===== src/rtl/dcache_store_buf_pkg.sv =====
// dcache_pkg: shared types and helpers for the D-cache store buffer.
//   ST_BYTE/ST_HALF/ST_WORD : store type codes (also the unshifted lane mask)
//   sb_state_e              : drain FSM states
//   sb_entry_t              : one buffered store {addr, data, mask}
//   LINE_OFF_W              : byte-offset width of the default 64-byte line
// The entry address width is fixed here by SB_ADDR_W. Modules that carry
// ADDR_W must keep it equal to SB_ADDR_W.
package dcache_pkg;

  localparam logic [3:0] ST_BYTE = 4'b0001;
  localparam logic [3:0] ST_HALF = 4'b0011;
  localparam logic [3:0] ST_WORD = 4'b1111;

  localparam int SB_ADDR_W      = 32;
  localparam int LINE_BYTES_DEF = 64;
  localparam int LINE_OFF_W     = $clog2(LINE_BYTES_DEF);

  typedef enum logic [1:0] {
    IDLE      = 2'd0,
    REQ       = 2'd1,
    MISS_WAIT = 2'd2
  } sb_state_e;

  typedef struct packed {
    logic [SB_ADDR_W-1:0] addr;
    logic [31:0]          data;
    logic [3:0]           mask;
  } sb_entry_t;

  // Unknown type codes are treated as misaligned so that they are rejected.
  function automatic logic st_aligned(input logic [3:0] st_type, input logic [1:0] a);
    case (st_type)
      ST_BYTE: st_aligned = 1'b1;
      ST_HALF: st_aligned = ~a[0];
      ST_WORD: st_aligned = (a == 2'b00);
      default: st_aligned = 1'b0;
    endcase
  endfunction

  // Copy right-aligned data into every lane so that the lane mask alone
  // selects the bytes to be written.
  function automatic logic [31:0] st_replicate(input logic [3:0] st_type, input logic [31:0] d);
    case (st_type)
      ST_BYTE: st_replicate = {4{d[7:0]}};
      ST_HALF: st_replicate = {2{d[15:0]}};
      default: st_replicate = d;
    endcase
  endfunction

endpackage


===== src/rtl/dcache_store_buf_if.sv =====
// dcache_store_buf_if: LSU store port, cache request/refill port and SRAM
// write port of the store buffer.
//   master : LSU + cache side (drives stores, grant/miss, refill)
//   slave  : the store buffer
interface dcache_store_buf_if #(
  parameter int ADDR_W     = 32,
  parameter int LINE_BYTES = 64,
  parameter int DEPTH      = 4
);
  localparam int LINE_BITS = 8 * LINE_BYTES;
  localparam int CNT_W     = $clog2(DEPTH) + 1;

  logic                  st_valid;
  logic                  st_ready;
  logic [ADDR_W-1:0]     st_addr;
  logic [31:0]           st_data;
  logic [3:0]            st_type;
  logic                  st_misalign;
  logic                  wr_req;
  logic [ADDR_W-1:0]     wr_addr;
  logic                  wr_grant;
  logic                  wr_miss;
  logic                  refill_valid;
  logic [LINE_BITS-1:0]  refill_data;
  logic [LINE_BITS-1:0]  mem_din;
  logic [LINE_BYTES-1:0] mem_we;
  logic                  buf_empty;
  logic [CNT_W-1:0]      buf_cnt;

  modport master (
    output st_valid, st_addr, st_data, st_type, wr_grant, wr_miss, refill_valid, refill_data,
    input  st_ready, st_misalign, wr_req, wr_addr, mem_din, mem_we, buf_empty, buf_cnt
  );

  modport slave (
    input  st_valid, st_addr, st_data, st_type, wr_grant, wr_miss, refill_valid, refill_data,
    output st_ready, st_misalign, wr_req, wr_addr, mem_din, mem_we, buf_empty, buf_cnt
  );
endinterface


===== src/rtl/dcache_store_buf_line_we_gen.sv =====
// line_we_gen: places one 32-bit store word into a cache line.
//   wr_en       : a write happens this cycle (otherwise mem_we = 0)
//   merge       : overlay onto refill_data and write the whole line
//   word_idx    : word position within the line
//   mask, data  : lane mask and lane-replicated store data
//   refill_data : refill line (used only when merge = 1)
//   mem_din     : line write data
//   mem_we      : per-byte write enables
module line_we_gen #(
  parameter int LINE_BYTES = 64,
  parameter int IDX_W      = 4
) (
  input  logic                    wr_en,
  input  logic                    merge,
  input  logic [IDX_W-1:0]        word_idx,
  input  logic [3:0]              mask,
  input  logic [31:0]             data,
  input  logic [8*LINE_BYTES-1:0] refill_data,
  output logic [8*LINE_BYTES-1:0] mem_din,
  output logic [LINE_BYTES-1:0]   mem_we
);

  always_comb begin
    mem_din = '0;
    mem_we  = '0;
    for (int b = 0; b < LINE_BYTES; b++) begin
      if (wr_en) begin
        if (merge) begin
          mem_we[b] = 1'b1;
          mem_din[8*b +: 8] = (((b / 4) == int'(word_idx)) && mask[b % 4])
                              ? data[8*(b % 4) +: 8] : refill_data[8*b +: 8];
        end else begin
          mem_we[b] = ((b / 4) == int'(word_idx)) && mask[b % 4];
          mem_din[8*b +: 8] = data[8*(b % 4) +: 8];
        end
      end
    end
  end

endmodule


===== src/rtl/dcache_store_buf.sv =====
// dcache_store_buf: in-order store FIFO that drains into the D-cache data SRAM.
// A hit writes the head word's bytes; a miss waits for the refill line, overlays
// the head store and writes the full line.
//   clk, rst : clock, synchronous active-high reset
//   bus      : dcache_store_buf_if.slave (store port, cache port, SRAM write port)
// Optional: DCACHE_STORE_COALESCE_EN merges an aligned store into the youngest
// entry when both target the same word.
//
// state     | meaning
// IDLE      | buffer empty, no request
// REQ       | head entry presented to the cache (wr_req=1)
// MISS_WAIT | head missed, waiting for the refill line
module dcache_store_buf
  import dcache_pkg::*;
#(
  parameter int LINE_BYTES = 64,
  parameter int DEPTH      = 4,
  parameter int ADDR_W     = SB_ADDR_W
) (
  input logic             clk,
  input logic             rst,
  dcache_store_buf_if.slave bus
);

  localparam int OFF_W = $clog2(LINE_BYTES);
  localparam int IDX_W = (OFF_W > 2) ? OFF_W - 2 : 1;
  localparam int PTR_W = $clog2(DEPTH);
  localparam int CNT_W = PTR_W + 1;

  sb_state_e        state_q, state_d;
  sb_entry_t        fifo_q [DEPTH];
  sb_entry_t        head, new_ent;
  logic [PTR_W-1:0] rd_ptr_q, wr_ptr_q;
  logic [CNT_W-1:0] cnt_q, cnt_nxt;
  logic             full, aligned, st_fire, push_alloc, push_merge, pop, misalign_q;
  logic [IDX_W-1:0] word_idx;

  assign head           = fifo_q[rd_ptr_q];
  assign full           = (cnt_q == CNT_W'(DEPTH));
  assign aligned        = st_aligned(bus.st_type, bus.st_addr[1:0]);
  assign new_ent.addr   = SB_ADDR_W'(bus.st_addr);
  assign new_ent.data   = st_replicate(bus.st_type, bus.st_data);
  assign new_ent.mask   = bus.st_type << bus.st_addr[1:0];

  assign pop = ((state_q == REQ) && bus.wr_grant) ||
               ((state_q == MISS_WAIT) && bus.refill_valid);

`ifdef DCACHE_STORE_COALESCE_EN
  logic [PTR_W-1:0] young_ptr;
  sb_entry_t        young, merged;
  logic             can_merge;

  assign young_ptr = wr_ptr_q - 1'b1;
  assign young     = fifo_q[young_ptr];
  // A single entry is also the head: it must not change while it is being
  // written or while its refill merge is pending.
  assign can_merge = aligned && (cnt_q != '0) &&
                     (young.addr[ADDR_W-1:2] == bus.st_addr[ADDR_W-1:2]) &&
                     !((cnt_q == CNT_W'(1)) && (pop || (state_q == MISS_WAIT)));
  assign bus.st_ready = !full || can_merge;
  assign push_merge   = st_fire && can_merge;

  always_comb begin
    merged      = young;
    merged.mask = young.mask | new_ent.mask;
    for (int i = 0; i < 4; i++) begin
      if (new_ent.mask[i]) merged.data[8*i +: 8] = new_ent.data[8*i +: 8];
    end
  end

  always_ff @(posedge clk) begin
    if (push_alloc)      fifo_q[wr_ptr_q]  <= new_ent;
    else if (push_merge) fifo_q[young_ptr] <= merged;
  end
`else
  assign bus.st_ready = !full;
  assign push_merge   = 1'b0;

  always_ff @(posedge clk) begin
    if (push_alloc) fifo_q[wr_ptr_q] <= new_ent;
  end
`endif

  assign st_fire    = bus.st_valid && bus.st_ready;
  assign push_alloc = st_fire && aligned && !push_merge;
  assign cnt_nxt    = cnt_q + CNT_W'(push_alloc) - CNT_W'(pop);

  always_ff @(posedge clk) begin
    if (rst) begin
      state_q    <= IDLE;
      rd_ptr_q   <= '0;
      wr_ptr_q   <= '0;
      cnt_q      <= '0;
      misalign_q <= 1'b0;
    end else begin
      state_q    <= state_d;
      cnt_q      <= cnt_nxt;
      misalign_q <= st_fire && !aligned;
      if (push_alloc) wr_ptr_q <= wr_ptr_q + 1'b1;
      if (pop)        rd_ptr_q <= rd_ptr_q + 1'b1;
    end
  end

  always_comb begin
    state_d = state_q;
    case (state_q)
      IDLE:      if (cnt_nxt != '0) state_d = REQ;
      REQ: begin
        if (bus.wr_grant)     state_d = (cnt_nxt != '0) ? REQ : IDLE;
        else if (bus.wr_miss) state_d = MISS_WAIT;
      end
      MISS_WAIT: if (bus.refill_valid) state_d = (cnt_nxt != '0) ? REQ : IDLE;
      default:   state_d = IDLE;
    endcase
  end

  assign bus.wr_req      = (state_q == REQ);
  assign bus.wr_addr     = head.addr[ADDR_W-1:0];
  assign bus.st_misalign = misalign_q;
  assign bus.buf_empty   = (cnt_q == '0);
  assign bus.buf_cnt     = cnt_q;

  if (OFF_W > 2) begin : g_idx
    assign word_idx = head.addr[OFF_W-1:2];
  end else begin : g_idx0
    assign word_idx = '0;
  end

  line_we_gen #(
    .LINE_BYTES(LINE_BYTES),
    .IDX_W     (IDX_W)
  ) u_line_we_gen (
    .wr_en      (pop),
    .merge      (state_q == MISS_WAIT),
    .word_idx   (word_idx),
    .mask       (head.mask),
    .data       (head.data),
    .refill_data(bus.refill_data),
    .mem_din    (bus.mem_din),
    .mem_we     (bus.mem_we)
  );

endmodule


===== src/flat_wrapper.sv =====
// flat-port wrapper written by rule: the top's interface ports become plain ports
module dcache_store_buf_flat import dcache_pkg::*;
#(
  parameter int LINE_BYTES = 64,
  parameter int DEPTH      = 4,
  parameter int ADDR_W     = SB_ADDR_W
)
  (clk, rst, bus_st_valid, bus_st_addr, bus_st_data, bus_st_type, bus_wr_grant, bus_wr_miss, bus_refill_valid, bus_refill_data, bus_st_ready, bus_st_misalign, bus_wr_req, bus_wr_addr, bus_mem_din, bus_mem_we, bus_buf_empty, bus_buf_cnt);
  dcache_store_buf_if #(.ADDR_W(ADDR_W), .LINE_BYTES(LINE_BYTES), .DEPTH(DEPTH)) bus_i ();
  input logic clk;
  input logic rst;
  input wire logic [$bits(bus_i.st_valid)-1:0] bus_st_valid;
  input wire logic [$bits(bus_i.st_addr)-1:0] bus_st_addr;
  input wire logic [$bits(bus_i.st_data)-1:0] bus_st_data;
  input wire logic [$bits(bus_i.st_type)-1:0] bus_st_type;
  input wire logic [$bits(bus_i.wr_grant)-1:0] bus_wr_grant;
  input wire logic [$bits(bus_i.wr_miss)-1:0] bus_wr_miss;
  input wire logic [$bits(bus_i.refill_valid)-1:0] bus_refill_valid;
  input wire logic [$bits(bus_i.refill_data)-1:0] bus_refill_data;
  output wire logic [$bits(bus_i.st_ready)-1:0] bus_st_ready;
  output wire logic [$bits(bus_i.st_misalign)-1:0] bus_st_misalign;
  output wire logic [$bits(bus_i.wr_req)-1:0] bus_wr_req;
  output wire logic [$bits(bus_i.wr_addr)-1:0] bus_wr_addr;
  output wire logic [$bits(bus_i.mem_din)-1:0] bus_mem_din;
  output wire logic [$bits(bus_i.mem_we)-1:0] bus_mem_we;
  output wire logic [$bits(bus_i.buf_empty)-1:0] bus_buf_empty;
  output wire logic [$bits(bus_i.buf_cnt)-1:0] bus_buf_cnt;
  assign bus_i.st_valid = bus_st_valid;
  assign bus_i.st_addr = bus_st_addr;
  assign bus_i.st_data = bus_st_data;
  assign bus_i.st_type = bus_st_type;
  assign bus_i.wr_grant = bus_wr_grant;
  assign bus_i.wr_miss = bus_wr_miss;
  assign bus_i.refill_valid = bus_refill_valid;
  assign bus_i.refill_data = bus_refill_data;
  assign bus_st_ready = bus_i.st_ready;
  assign bus_st_misalign = bus_i.st_misalign;
  assign bus_wr_req = bus_i.wr_req;
  assign bus_wr_addr = bus_i.wr_addr;
  assign bus_mem_din = bus_i.mem_din;
  assign bus_mem_we = bus_i.mem_we;
  assign bus_buf_empty = bus_i.buf_empty;
  assign bus_buf_cnt = bus_i.buf_cnt;
  dcache_store_buf #(.LINE_BYTES(LINE_BYTES), .DEPTH(DEPTH), .ADDR_W(ADDR_W)) u_core (.clk(clk), .rst(rst), .bus(bus_i));
endmodule

===== config.mk =====
export PLATFORM = sky130hd
export DESIGN_NAME = dcache_store_buf_flat
export DESIGN_NICKNAME = d
export VERILOG_FILES = /design/src/rtl/dcache_store_buf_pkg.sv /design/src/rtl/dcache_store_buf_if.sv /design/src/rtl/dcache_store_buf_line_we_gen.sv /design/src/rtl/dcache_store_buf.sv /design/src/flat_wrapper.sv
export SDC_FILE = /design/constraint.sdc
export NUM_CORES = 1
export LEC_CHECK = 0
export ABC_CLOCK_PERIOD_IN_PS = 4360
export CORE_AREA = 2 2 472 474
export CTS_CLUSTER_DIAMETER = 150
export DETAILED_ROUTE_END_ITERATION = 12
export DIE_AREA = 0 0 474 476
export PLACE_DENSITY_LB_ADDON = 0.08
export SKIP_LAST_GASP = 1
export SYNTH_ARGS = -nofsm -noshare
export SYNTH_HDL_FRONTEND = slang
export SYNTH_HIERARCHICAL = 1
export SYNTH_SLANG_ARGS = --single-unit

===== constraint.sdc =====
create_clock -name clk -period 4.36 [get_ports clk]
set_input_delay 0.872 -clock clk [delete_from_list [all_inputs] [get_ports clk]]
set_output_delay 0.872 -clock clk [all_outputs]
set_load 0.01 [all_outputs]

==> impl_metrics.tcl <==
set metrics [dict create \
    status "finished, final reports clean" \
    power_mw 15.2 \
    viasPerCell 4.62 \
    die-area_mm2 0.226 \
    slew_violations 0 \
    tightest_slew_ps 692 \
    path_depth 9 \
    syn_inst 3052 \
    cp-end-kind "primary output" \
    synth_seq_cells 284 \
    min_period_ps 4330 \
    yosysSeqAreaShare_pct 32.7 \
    final_core_util_pct 21.4 \
    clk_pin_slew_worst_paths_ps 60 \
    cts_root_buf "clkbuf_16" \
    whs_ps 510 \
    pin_count 1201 \
    rsz0062_at_grt "yes" \
    placed_cells 7102 \
    fp.dieW_um 474 \
    antenna_found_initial 189 \
    grt_pass1_vias 32110 \
    hold_class "register to register" \
    drtPass1Iterations 6 \
    ctsLongestPathBuffers 3 \
    hold_buffers 0 \
    synthFlopType "edfxtp_1" \
    synth_edf_count 272 \
    io_buffers 1200 \
    hold-path-endpoint "u_core/wr_ptr_q[1]" \
    layout-drive-gt1-share_pct 20.0 \
    slew_headroom_pct 53.8 \
    row_count 173 \
    place_area_mm2 0.0437 \
    final.period_utilization_pct 99.4 \
    r2r-start "u_core/state_q[0]" \
    hold_violations 0 \
    cp_cell_sequence "mux4_2 -> buf_12 -> buf_12 -> or3b_4 -> buf_4 -> bufbuf_16 -> a31oi_1 -> nand2_1 -> dlygate4sd2_1" \
    dieHeight_um 476 \
    fin_worst_skew_ps 23.1 \
    r2r_slack_ps 1640 \
    grt.total_usage_pct 22.0 \
    synthTopCellsByArea "edfxtp_1 32%, a31oi_1 11%, nand3_1 9.7%, a32oi_1 9.0%, nand2_1 7.3%" \
    syn_area_per_cell_um2 8.43 \
    max_freq_mhz 231 \
    arrival_ps 3460 \
    synth_fp_nets 3645 \
    path_class "register to primary output" \
    cpPeakStageDelay_ps 550 \
    first_iter_violations 3380 \
    yosysTopAreaCell "edfxtp_1" \
    synth_top_area_share_pct 31.7 \
    finalNetCount 4929 \
    reg2reg_depth 10 \
    clk_latency_ps 600 \
    drt_wl_total_um 264000 \
    power_leakage_nw 20.1 \
    drv_cap 0 \
    gp_congestion 0.894 \
    worstPathRequired_ps 3490 \
    overflow 0 \
    setup_viol 0 \
    area_delta_synth_final_pct 84.0 \
    pwr_density_cell_mw_per_mm2 321 \
    synth_warnings 6 \
    critPathMaxFanout 17 \
    crit_path_frequent_cell "buf_12" \
    fin_area_mm2 0.0473 \
    wl_per_cell_um 35.5 \
    path_delay_family "buffers and inverters" \
    cp-start-kind "register" \
    cpMaxStageDelayCell "mux4_2" \
    grt_max_degree 63 \
    min-delay-start "u_core/wr_ptr_q[1]" \
    critPathBufInv 5 \
    grt_pass1_wl_um 334000 \
    holdPathStages 2 \
    coreArea_mm2 0.221 \
    ant_nets 0 \
    mappedNetlistArea_mm2 0.0257 \
    initial_core_util_pct 11.6 \
    fin_cells 7431 \
    synth-async-reset-ratio_pct 0 \
    h-tree-depth 1 \
    ys_types 52 \
    cts_tree "built" \
    drc 0 \
    peakVddDrop_mv 0.303 \
    vias 34352 \
    cts_made_buffers 31 \
    clock-sinks 284 \
    timing.rr.end "u_core/state_q[0]" \
    place_hpwl_um 204000 \
]
## layout make-up
cell class | instances | area (um2)
Inverter | 9 | 33.8
Timing Repair Buffer | 1740 | 18900
Tap cell | 2975 | 3720
Clock inverter | 19 | 231
Fill cell | 24348 | 174000
Antenna cell | 95 | 238
Multi-Input combinational cell | 2270 | 15000
Clock buffer | 39 | 836
Sequential cell | 284 | 8420
## kinds of logic after synthesis
| family | after synthesis | share of synthesized area (%) |
|---|---|---|
| flops | 284 | 32.7 |
| simple gates | 1297 | 25.5 |
| fa+ha+maj | 7 | 0.370 |
| compound gates | 862 | 23.6 |
| buf+inv | 504 | 10.7 |
| xor+xnor | 3 | 0.102 |
| mux | 95 | 7.10 |
## per-layer routing
layer / track usage [%] / vias up / routed length [um] / share of wire (%)
met3: 5.99 / 460 / 22300 / 8.4
met1: 27.1 / 17281 / 106000 / 40
met5: 0 / - / 465 / 0.18
met4: 10.9 / 78 / 13100 / 5.0
met2: 35.3 / 1901 / 122000 / 46
li1: - / 14632 / - / -
## power breakdown
group	total [mW]	leakage [nW]	switching, mW	internal [mW]
Clock	2.76	0.528	1.11	1.65
Combinational	9.35	17.0	5.42	3.93
Sequential	3.08	2.55	0.0407	3.04
## worst max-delay path by stage
stage | from | end | slack, ps
after global placement | bus_wr_grant | bus_mem_din[61] | -160
after CTS | register | bus_mem_din[458] | -150
after global routing | register | bus_mem_din[391] | -60
after detailed placement | bus_wr_grant | bus_mem_din[61] | -170
after floorplan | bus_st_addr[0] | u_core/fifo_q[0][0] | 780
final | register | bus_mem_din[391] | 30
## worst reg2reg max path, delay by kind of cell (launching register included)
family,cells,cell delay (ps)
XOR/XNOR,1,260
buffers and inverters,2,200
flip-flops,1,420
AO/OA/AOI/OAI,2,360
adder cells (fa/ha/maj),3,840
AND/OR/NAND/NOR,2,540
## stage by stage
stage,setup WS (ps),TNS [ps]
detailed placement,-171,-14220
CTS,-151,-5350
global placement,-164,-17930
floorplan,776,0
global route,-57.8,-224
finish,26.2,0
## flip-flops by register name, indices dropped and copies added (netlist names), named ones only
register / count
u_core/rd_ptr_q: 2
u_core/bus.st_misalign: 1
u_core/bus.buf_cnt: 3
u_core/state_q: 2
u_core/wr_ptr_q: 2
u_core/fifo_q: 272
## cell usage in the layout, fill, tap and decap left out, types with 17 or more instances in the layout
cell type / count
bufbuf_16: 21
dlygate4sd2_1: 413
edfxtp_1: 272
and4_1: 20
o21a_1: 64
nand2_1: 492
a31oi_1: 444
dlymetal6s2s_1: 48
mux4_2: 67
buf_12: 197
and3b_1: 31
and4b_1: 31
buf_4: 342
clkbuf_16: 32
nor2_1: 81
a32oi_1: 262
or3_1: 28
a21oi_1: 73
nand3_1: 494
and4b_2: 17
diode_2: 95
clkdlybuf4s50_1: 639
buf_6: 24
## synthesized netlist by cell type (9+ instances only)
master      n
a21oi_1    73
a31oi_1   449
a32oi_1   264
and3b_1    41
and4_1     32
and4b_1    48
and4bb_2   16
buf_1      15
buf_2     153
buf_4      48
buf_6      65
clkbuf_1  214
dfxtp_1    12
edfxtp_1  272
inv_1       9
mux2_2     16
mux2i_1    10
mux4_2     68
nand2_1   501
nand2b_1    9
nand3_1   498
nor2_1     82
o21a_1     64
or3_1      29
## timing repair
item                       4_1_cts  5_1_grt
buffers inserted               118       22
setup endpoints to repair      561      154
gates resized for setup        586      114
pin swaps                       21       12
hold endpoints to repair         0        0
gates cloned                    35        2
Power figures use the tool's default switching activity.
